<file path="src/rtl/armleosoc_axi_pkg.sv">
// Shared AXI definitions for the armleosoc interconnect blocks.
//
// Contents:
//   state_t                         - arbiter FSM states {IDLE, ADDR, DATA}
//   OKAY / EXOKAY / SLVERR / DECERR - AXI RRESP/BRESP encodings
//   FIXED / INCR / WRAP             - AXI ARBURST/AWBURST encodings
package armleosoc_axi_pkg;

  typedef enum logic [1:0] {
    IDLE = 2'd0,
    ADDR = 2'd1,
    DATA = 2'd2
  } state_t;

  localparam logic [1:0] OKAY   = 2'b00;
  localparam logic [1:0] EXOKAY = 2'b01;
  localparam logic [1:0] SLVERR = 2'b10;
  localparam logic [1:0] DECERR = 2'b11;

  localparam logic [1:0] FIXED = 2'b00;
  localparam logic [1:0] INCR  = 2'b01;
  localparam logic [1:0] WRAP  = 2'b10;

endpackage

</file>
<file path="src/rtl/armleosoc_arbiter_select.sv">
// Combinational winner selection shared by the read and write arbiters.
//
// Ports:
//   req     in  N          request vector, one bit per host
//   rr_ptr  in  IDX_WIDTH  host index where the search starts
//   winner  out IDX_WIDTH  first requesting host at or after rr_ptr (wrapping)
//   any_req out 1          at least one request bit is set
//
// With rr_ptr held at zero this degenerates to fixed priority (lowest index
// wins), so the same block serves both arbitration policies.
module armleosoc_arbiter_select #(
  parameter int N         = 2,
  parameter int IDX_WIDTH = $clog2(N)
) (
  input  logic [N-1:0]         req,
  input  logic [IDX_WIDTH-1:0] rr_ptr,
  output logic [IDX_WIDTH-1:0] winner,
  output logic                 any_req
);

  always_comb begin
    winner  = '0;
    any_req = 1'b0;
    for (int k = 0; k < N; k++) begin
      // Once a winner is found later candidates are ignored.
      if (!any_req && req[(int'(rr_ptr) + k) % N]) begin
        winner  = IDX_WIDTH'((int'(rr_ptr) + k) % N);
        any_req = 1'b1;
      end
    end
  end

endmodule

</file>
<file path="src/rtl/armleosoc_axi_read_arbiter.sv">
// N-to-1 AXI4 read-channel arbiter, one outstanding burst at a time.
//
// Optional feature macro: ARMLEOSOC_AXI_ARBITER_ROUND_ROBIN_EN
//   defined   - round-robin arbitration; rr_ptr advances past each granted
//               host when its AR handshake completes
//   undefined - fixed priority, lowest host index wins
//
// Ports:
//   clk, rst_n            clock, synchronous active-low reset
//   host_axi_ar*          per-host AR channels (packed, host i at slice i)
//   host_axi_r*           per-host R handshake, shared R payload
//   router_axi_ar*        downstream AR channel, fields of the granted host
//   router_axi_r*         downstream R channel
//   dbg_state             current FSM state, for observation only
//
// Handshake semantics: every channel follows AXI valid/ready rules; a
// transfer happens on a rising edge where both valid and ready are 1. The
// AR path is registered through state/grant_q (a request seen in IDLE is
// presented downstream on the next cycle); host arready and the whole R path
// are combinational pass-throughs gated by the grant.
module armleosoc_axi_read_arbiter
  import armleosoc_axi_pkg::*;
#(
  parameter int OPT_NUMBER_OF_HOSTS = 2,
  parameter int ADDR_WIDTH          = 34,
  parameter int ID_WIDTH            = 4,
  parameter int DATA_WIDTH          = 32
) (
  input  logic                                     clk,
  input  logic                                     rst_n,

  input  logic [OPT_NUMBER_OF_HOSTS-1:0]            host_axi_arvalid,
  output logic [OPT_NUMBER_OF_HOSTS-1:0]            host_axi_arready,
  input  logic [OPT_NUMBER_OF_HOSTS*ADDR_WIDTH-1:0] host_axi_araddr,
  input  logic [OPT_NUMBER_OF_HOSTS*8-1:0]          host_axi_arlen,
  input  logic [OPT_NUMBER_OF_HOSTS*3-1:0]          host_axi_arsize,
  input  logic [OPT_NUMBER_OF_HOSTS*2-1:0]          host_axi_arburst,
  input  logic [OPT_NUMBER_OF_HOSTS*ID_WIDTH-1:0]   host_axi_arid,
  input  logic [OPT_NUMBER_OF_HOSTS-1:0]            host_axi_arlock,
  input  logic [OPT_NUMBER_OF_HOSTS*3-1:0]          host_axi_arprot,

  output logic [OPT_NUMBER_OF_HOSTS-1:0]            host_axi_rvalid,
  input  logic [OPT_NUMBER_OF_HOSTS-1:0]            host_axi_rready,
  output logic [1:0]                                host_axi_rresp,
  output logic                                      host_axi_rlast,
  output logic [DATA_WIDTH-1:0]                     host_axi_rdata,
  output logic [ID_WIDTH-1:0]                       host_axi_rid,

  output logic                                      router_axi_arvalid,
  input  logic                                      router_axi_arready,
  output logic [ADDR_WIDTH-1:0]                     router_axi_araddr,
  output logic [7:0]                                router_axi_arlen,
  output logic [2:0]                                router_axi_arsize,
  output logic [1:0]                                router_axi_arburst,
  output logic [ID_WIDTH-1:0]                       router_axi_arid,
  output logic                                      router_axi_arlock,
  output logic [2:0]                                router_axi_arprot,

  input  logic                                      router_axi_rvalid,
  output logic                                      router_axi_rready,
  input  logic [1:0]                                router_axi_rresp,
  input  logic                                      router_axi_rlast,
  input  logic [DATA_WIDTH-1:0]                     router_axi_rdata,
  input  logic [ID_WIDTH-1:0]                       router_axi_rid,

  output state_t                                    dbg_state
);

  localparam int N    = OPT_NUMBER_OF_HOSTS;
  localparam int IDXW = $clog2(N);

  state_t            state_q;
  logic [IDXW-1:0]   grant_q;
  logic [IDXW-1:0]   rr_ptr;
  logic [IDXW-1:0]   winner;
  logic              any_req;

  armleosoc_arbiter_select #(
    .N         (N),
    .IDX_WIDTH (IDXW)
  ) u_select (
    .req     (host_axi_arvalid),
    .rr_ptr  (rr_ptr),
    .winner  (winner),
    .any_req (any_req)
  );

`ifdef ARMLEOSOC_AXI_ARBITER_ROUND_ROBIN_EN
  logic [IDXW-1:0] rr_ptr_q;

  // The host just granted moves to the back of the queue once its address
  // has been accepted downstream.
  always_ff @(posedge clk) begin
    if (!rst_n) begin
      rr_ptr_q <= '0;
    end else if (state_q == ADDR && router_axi_arready) begin
      rr_ptr_q <= (int'(grant_q) == N - 1) ? '0 : grant_q + 1'b1;
    end
  end

  assign rr_ptr = rr_ptr_q;
`else
  assign rr_ptr = '0;
`endif

  // grant_q is frozen from IDLE until the burst's rlast handshake, so a host
  // dropping arvalid mid-transaction cannot redirect the R beats.
  always_ff @(posedge clk) begin
    if (!rst_n) begin
      state_q <= IDLE;
      grant_q <= '0;
    end else begin
      case (state_q)
        IDLE: begin
          if (any_req) begin
            grant_q <= winner;
            state_q <= ADDR;
          end
        end
        ADDR: begin
          if (router_axi_arready) state_q <= DATA;
        end
        DATA: begin
          if (router_axi_rvalid && router_axi_rready && router_axi_rlast) begin
            state_q <= IDLE;
          end
        end
        default: state_q <= IDLE;
      endcase
    end
  end

  always_comb begin
    router_axi_arvalid = (state_q == ADDR);
    host_axi_arready   = '0;
    host_axi_rvalid    = '0;
    router_axi_rready  = 1'b0;
    if (state_q == ADDR) begin
      host_axi_arready[grant_q] = router_axi_arready;
    end
    if (state_q == DATA) begin
      host_axi_rvalid[grant_q] = router_axi_rvalid;
      router_axi_rready        = host_axi_rready[grant_q];
    end
  end

  // AR payload always follows grant_q, so out of reset it mirrors host 0.
  assign router_axi_araddr  = host_axi_araddr[int'(grant_q)*ADDR_WIDTH +: ADDR_WIDTH];
  assign router_axi_arlen   = host_axi_arlen[int'(grant_q)*8 +: 8];
  assign router_axi_arsize  = host_axi_arsize[int'(grant_q)*3 +: 3];
  assign router_axi_arburst = host_axi_arburst[int'(grant_q)*2 +: 2];
  assign router_axi_arid    = host_axi_arid[int'(grant_q)*ID_WIDTH +: ID_WIDTH];
  assign router_axi_arlock  = host_axi_arlock[grant_q];
  assign router_axi_arprot  = host_axi_arprot[int'(grant_q)*3 +: 3];

  // R payload is shared by all hosts; only the granted host's rvalid rises.
  assign host_axi_rresp = router_axi_rresp;
  assign host_axi_rlast = router_axi_rlast;
  assign host_axi_rdata = router_axi_rdata;
  assign host_axi_rid   = router_axi_rid;

  assign dbg_state = state_q;

endmodule

</file>
<file path="config.mk">
export PLATFORM = sky130hd
export DESIGN_NAME = armleosoc_axi_read_arbiter
export DESIGN_NICKNAME = d
export VERILOG_FILES = /design/src/rtl/armleosoc_axi_pkg.sv /design/src/rtl/armleosoc_arbiter_select.sv /design/src/rtl/armleosoc_axi_read_arbiter.sv
export SDC_FILE = /design/constraint.sdc
export NUM_CORES = 1
export LEC_CHECK = 0
export ABC_AREA = 1
export BUFFER_PORTS_ARGS = -buffer_cell sky130_fd_sc_hd__buf_2
export CORE_AREA = 2 2 101 103
export DETAILED_ROUTE_END_ITERATION = 10
export DIE_AREA = 0 0 103 105
export SYNTH_ARGS = -nofsm -noshare
export SYNTH_HDL_FRONTEND = slang
export SYNTH_SLANG_ARGS = --single-unit
</file>
<file path="constraint.sdc">
create_clock -name clk -period 1 [get_ports clk]
set_input_delay 0.05 -clock clk [delete_from_list [all_inputs] [get_ports clk]]
set_output_delay 0.05 -clock clk [all_outputs]
set_load 0.1 [all_outputs]
</file>
==> impl_metrics.toml <==
[run_status]
status = "finished with violations"
violations = "setup timing"

[worst_setup_path]
crit_path_end = "router_axi_araddr[28]"
crit_start = "grant_q"
crit_arrival_ps = 1320
worstPathRequired_ps = 950
reg2reg_depth = 7
path_cells = "buf_12, clkbuf_16, nand2_2, nand2_8, buf_12"
startpoint_type = "flip-flop"
end_kind = "output port"
setup.worst_path.class = "flip-flop to output port"
crit_family = "buffers and inverters"
worst-path-buf-inv = 3
crit_path_frequent_cell = "buf_12"
worst-path-stages = 5
critPathSlowestCell = "dfxtp_4"
rr_startpoint = "grant_q"
rrSetupSlack_ps = -130
max_stage_delay_ps = 450
worstPathMaxFanout = 6
worstReg2RegEnd = "dbg_state[1]"

[yosys]
ys_warn_count = 0
synthAdderAreaFrac = 0
muxShareOfSynthArea = 0
synth_top_family_by_area = "simple AND/OR/NAND/NOR gates"
synth_most_common_cell = "nand2_1"
synth_top_cells_by_count = "nand2_1, buf_4, buf_2, inv_1"
ys_ff_latch = 3
synth_top_area_share = 0.543
synth-xor-area-share = 0
synth_cells = 250
synth_simple_gate_area_frac = 0.581
syn_area_um2 = 1200
synth_nets = 407
synth_area_leaders = "nand2_1, buf_4, dfxtp_1"
synth_top_cell_by_area = "nand2_1"
synth_compound_area_frac = 0.0209
ys_seq_area_frac = 0.0502
syn_area_per_cell_um2 = 4.78
async_flop_share = 0
synth_cell_types = 13
ys.flop_type = "dfxtp_1"
synth_edf_count = 0

[placement]
numPortBuffers = 182
dpl_worst_slack_ps = -229
dpl.hpwl_um = 5910
place_congestion = 0.732
place_area_um2 = 4340

[die]
die-height_um = 105
pin_count = 259
num_rows = 36
dieArea_um2 = 10800
die_w_um = 103
coreArea_um2 = 9640
initial_utilization = 0.124

[sta]
fmax_mhz = 731
min_period_ps = 1370
setup_slack_ps = -368
rsz0062_at_grt = "true"
hold_viol = 0
fin_crit_sh = 1.37
tightest_slew_ps = 485
skew_ps = 6.71
setup_viol = 63
slew_violations = 0
slew_headroom = 0.679

[finish]
nNetsFinal = 570
post-route-util = 0.520
diodes = 0
post-route-cell-area_um2 = 5010
drive_gt1_frac = 0.905
fill_cells = 868
area_growth_pct = 319

[routing]
ant_nets = 0
viasPerCell = 3.95
vias = 2152
first_iter_violations = 41
drc = 0
firstDrtPassIters = 4
post_drt_wl_per_cell_um = 13.6
wl_um = 7410

[power]
swShare = 0.585
power.total_mw = 5.96
pwr-share-comb = 0.913
p_per_area_nw_per_um2 = 1190
p_leak_nw = 2.21
clkPwrFrac = 0.061
seqPwrFrac = 0.027
peakVddDrop_v = 0.000562
internal_power_mw = 2.47
net-switching-power_mw = 3.48

[worst_hold_path]
min_from = "rst_n"
hp-class = "input pin to flip-flop"

[clocking]
postCtsHoldBufs = 0
cts_sinks = 3
clk_pin_slew_ps = 30
cts_max_level = 1
clock_latency_ps = 220
cts_buffers = 3
cts_root_buffer = "clkbuf_8"
cts_tree = "built"
cts_buffer_depth = 2

[global_route]
grt_pass1_wl_um = 10600
antenna_found_initial = 0
grt.total_usage = 0.124
grt_pass1_vias = 2259
grt-ovfl-total = 0
grt_max_degree = 23

[job]
timing.max_cap.violations = 0
## worst min-delay path by stage
stage                               to  slack, ps  cells after the start
finish                         grant_q         80                      3
global route                   grant_q         90                      3
CTS                       dbg_state[1]         80                      3
detailed placement  host_axi_rdata[11]        100                      0
global placement    host_axi_rdata[11]        100                      0
floorplan                 dbg_state[0]        170                      2
## state kept, by name, summed over array words and instances, names as in the netlist
register,flops
dbg_state,2
grant_q,1
## area by class of cell
class                           count  area [um^2]  share of cell area
Clock buffer                        4         45.0             0.00899
Timing Repair inverter              1         11.3             0.00225
Tap cell                          133          166              0.0332
Multi-Input combinational cell    188         2370               0.473
Inverter                            7         36.3             0.00724
Timing Repair Buffer              209         2310               0.461
Sequential cell                     3         71.3              0.0142
## placed cells by master (no fill, tap or decap)
master,count
a21oi_1,1
a21oi_2,2
a21oi_4,1
buf_12,70
buf_16,5
buf_2,119
buf_4,6
buf_6,7
clkbuf_1,1
clkbuf_16,2
clkbuf_8,3
dfxtp_4,3
inv_1,4
inv_2,1
inv_4,1
inv_8,2
nand2_1,28
nand2_2,41
nand2_4,25
nand2_8,79
nor2_1,4
nor2_4,2
nor3_4,4
o21ai_1,1
## cells by family (layout without fill, tap and decap cells)
group / Yosys count / count (layout)
AND/OR/NAND/NOR: 183 / 183
buffers and inverters: 59 / 221
AO/OA/AOI/OAI: 5 / 5
flip-flops: 3 / 3
## worst reg2reg max path, cell delays in order (launching register included)
cell and delay [ps]:
dfxtp_4 450, buf_12 180, nand2_8 60, buf_6 110, nand2_2 50, a21oi_2 50
nor2_1 100, nor2_1 50
## power by group through the flow
| stage | Sequential (mW) | Clock, mW | Combinational [mW] |
|---|---|---|---|
| after floorplan | 0.197 | 0 | 4.08 |
| after global placement | 0.149 | 0 | 4.99 |
| after detailed placement | 0.151 | 0 | 5.03 |
| after CTS | 0.159 | 0.368 | 5.28 |
| after global routing | 0.161 | 0.380 | 5.62 |
| final | 0.159 | 0.362 | 5.44 |
## per-stage QoR
stage	cells	hold slack (ps)	setup TNS, ps
final	545	82.0	-19730
after global routing	545	89.8	-22250
after CTS	540	81.1	-20620
after detailed placement	524	101	-8310
after global placement	524	101	-7350
after floorplan	250	172	-8560
## routing by layer
metal,wire length [um],part of all wire,vias up,GRT usage
met2,4390,0.59,144,0.257
li1,-,-,1032,-
met4,4,0.00054,0,0.0150
met3,798,0.11,2,0.0321
met5,0,0,-,0
met1,2210,0.30,974,0.119
## timing repair
action                                  in CTS  in global routing
setup buffers                                7                  3
pin swaps                                   13                 12
resized for setup                           51                 40
endpoints found under the setup margin      62                 64
cloned                                       5                  2
Note: power is estimated with default switching activity, not from simulation.
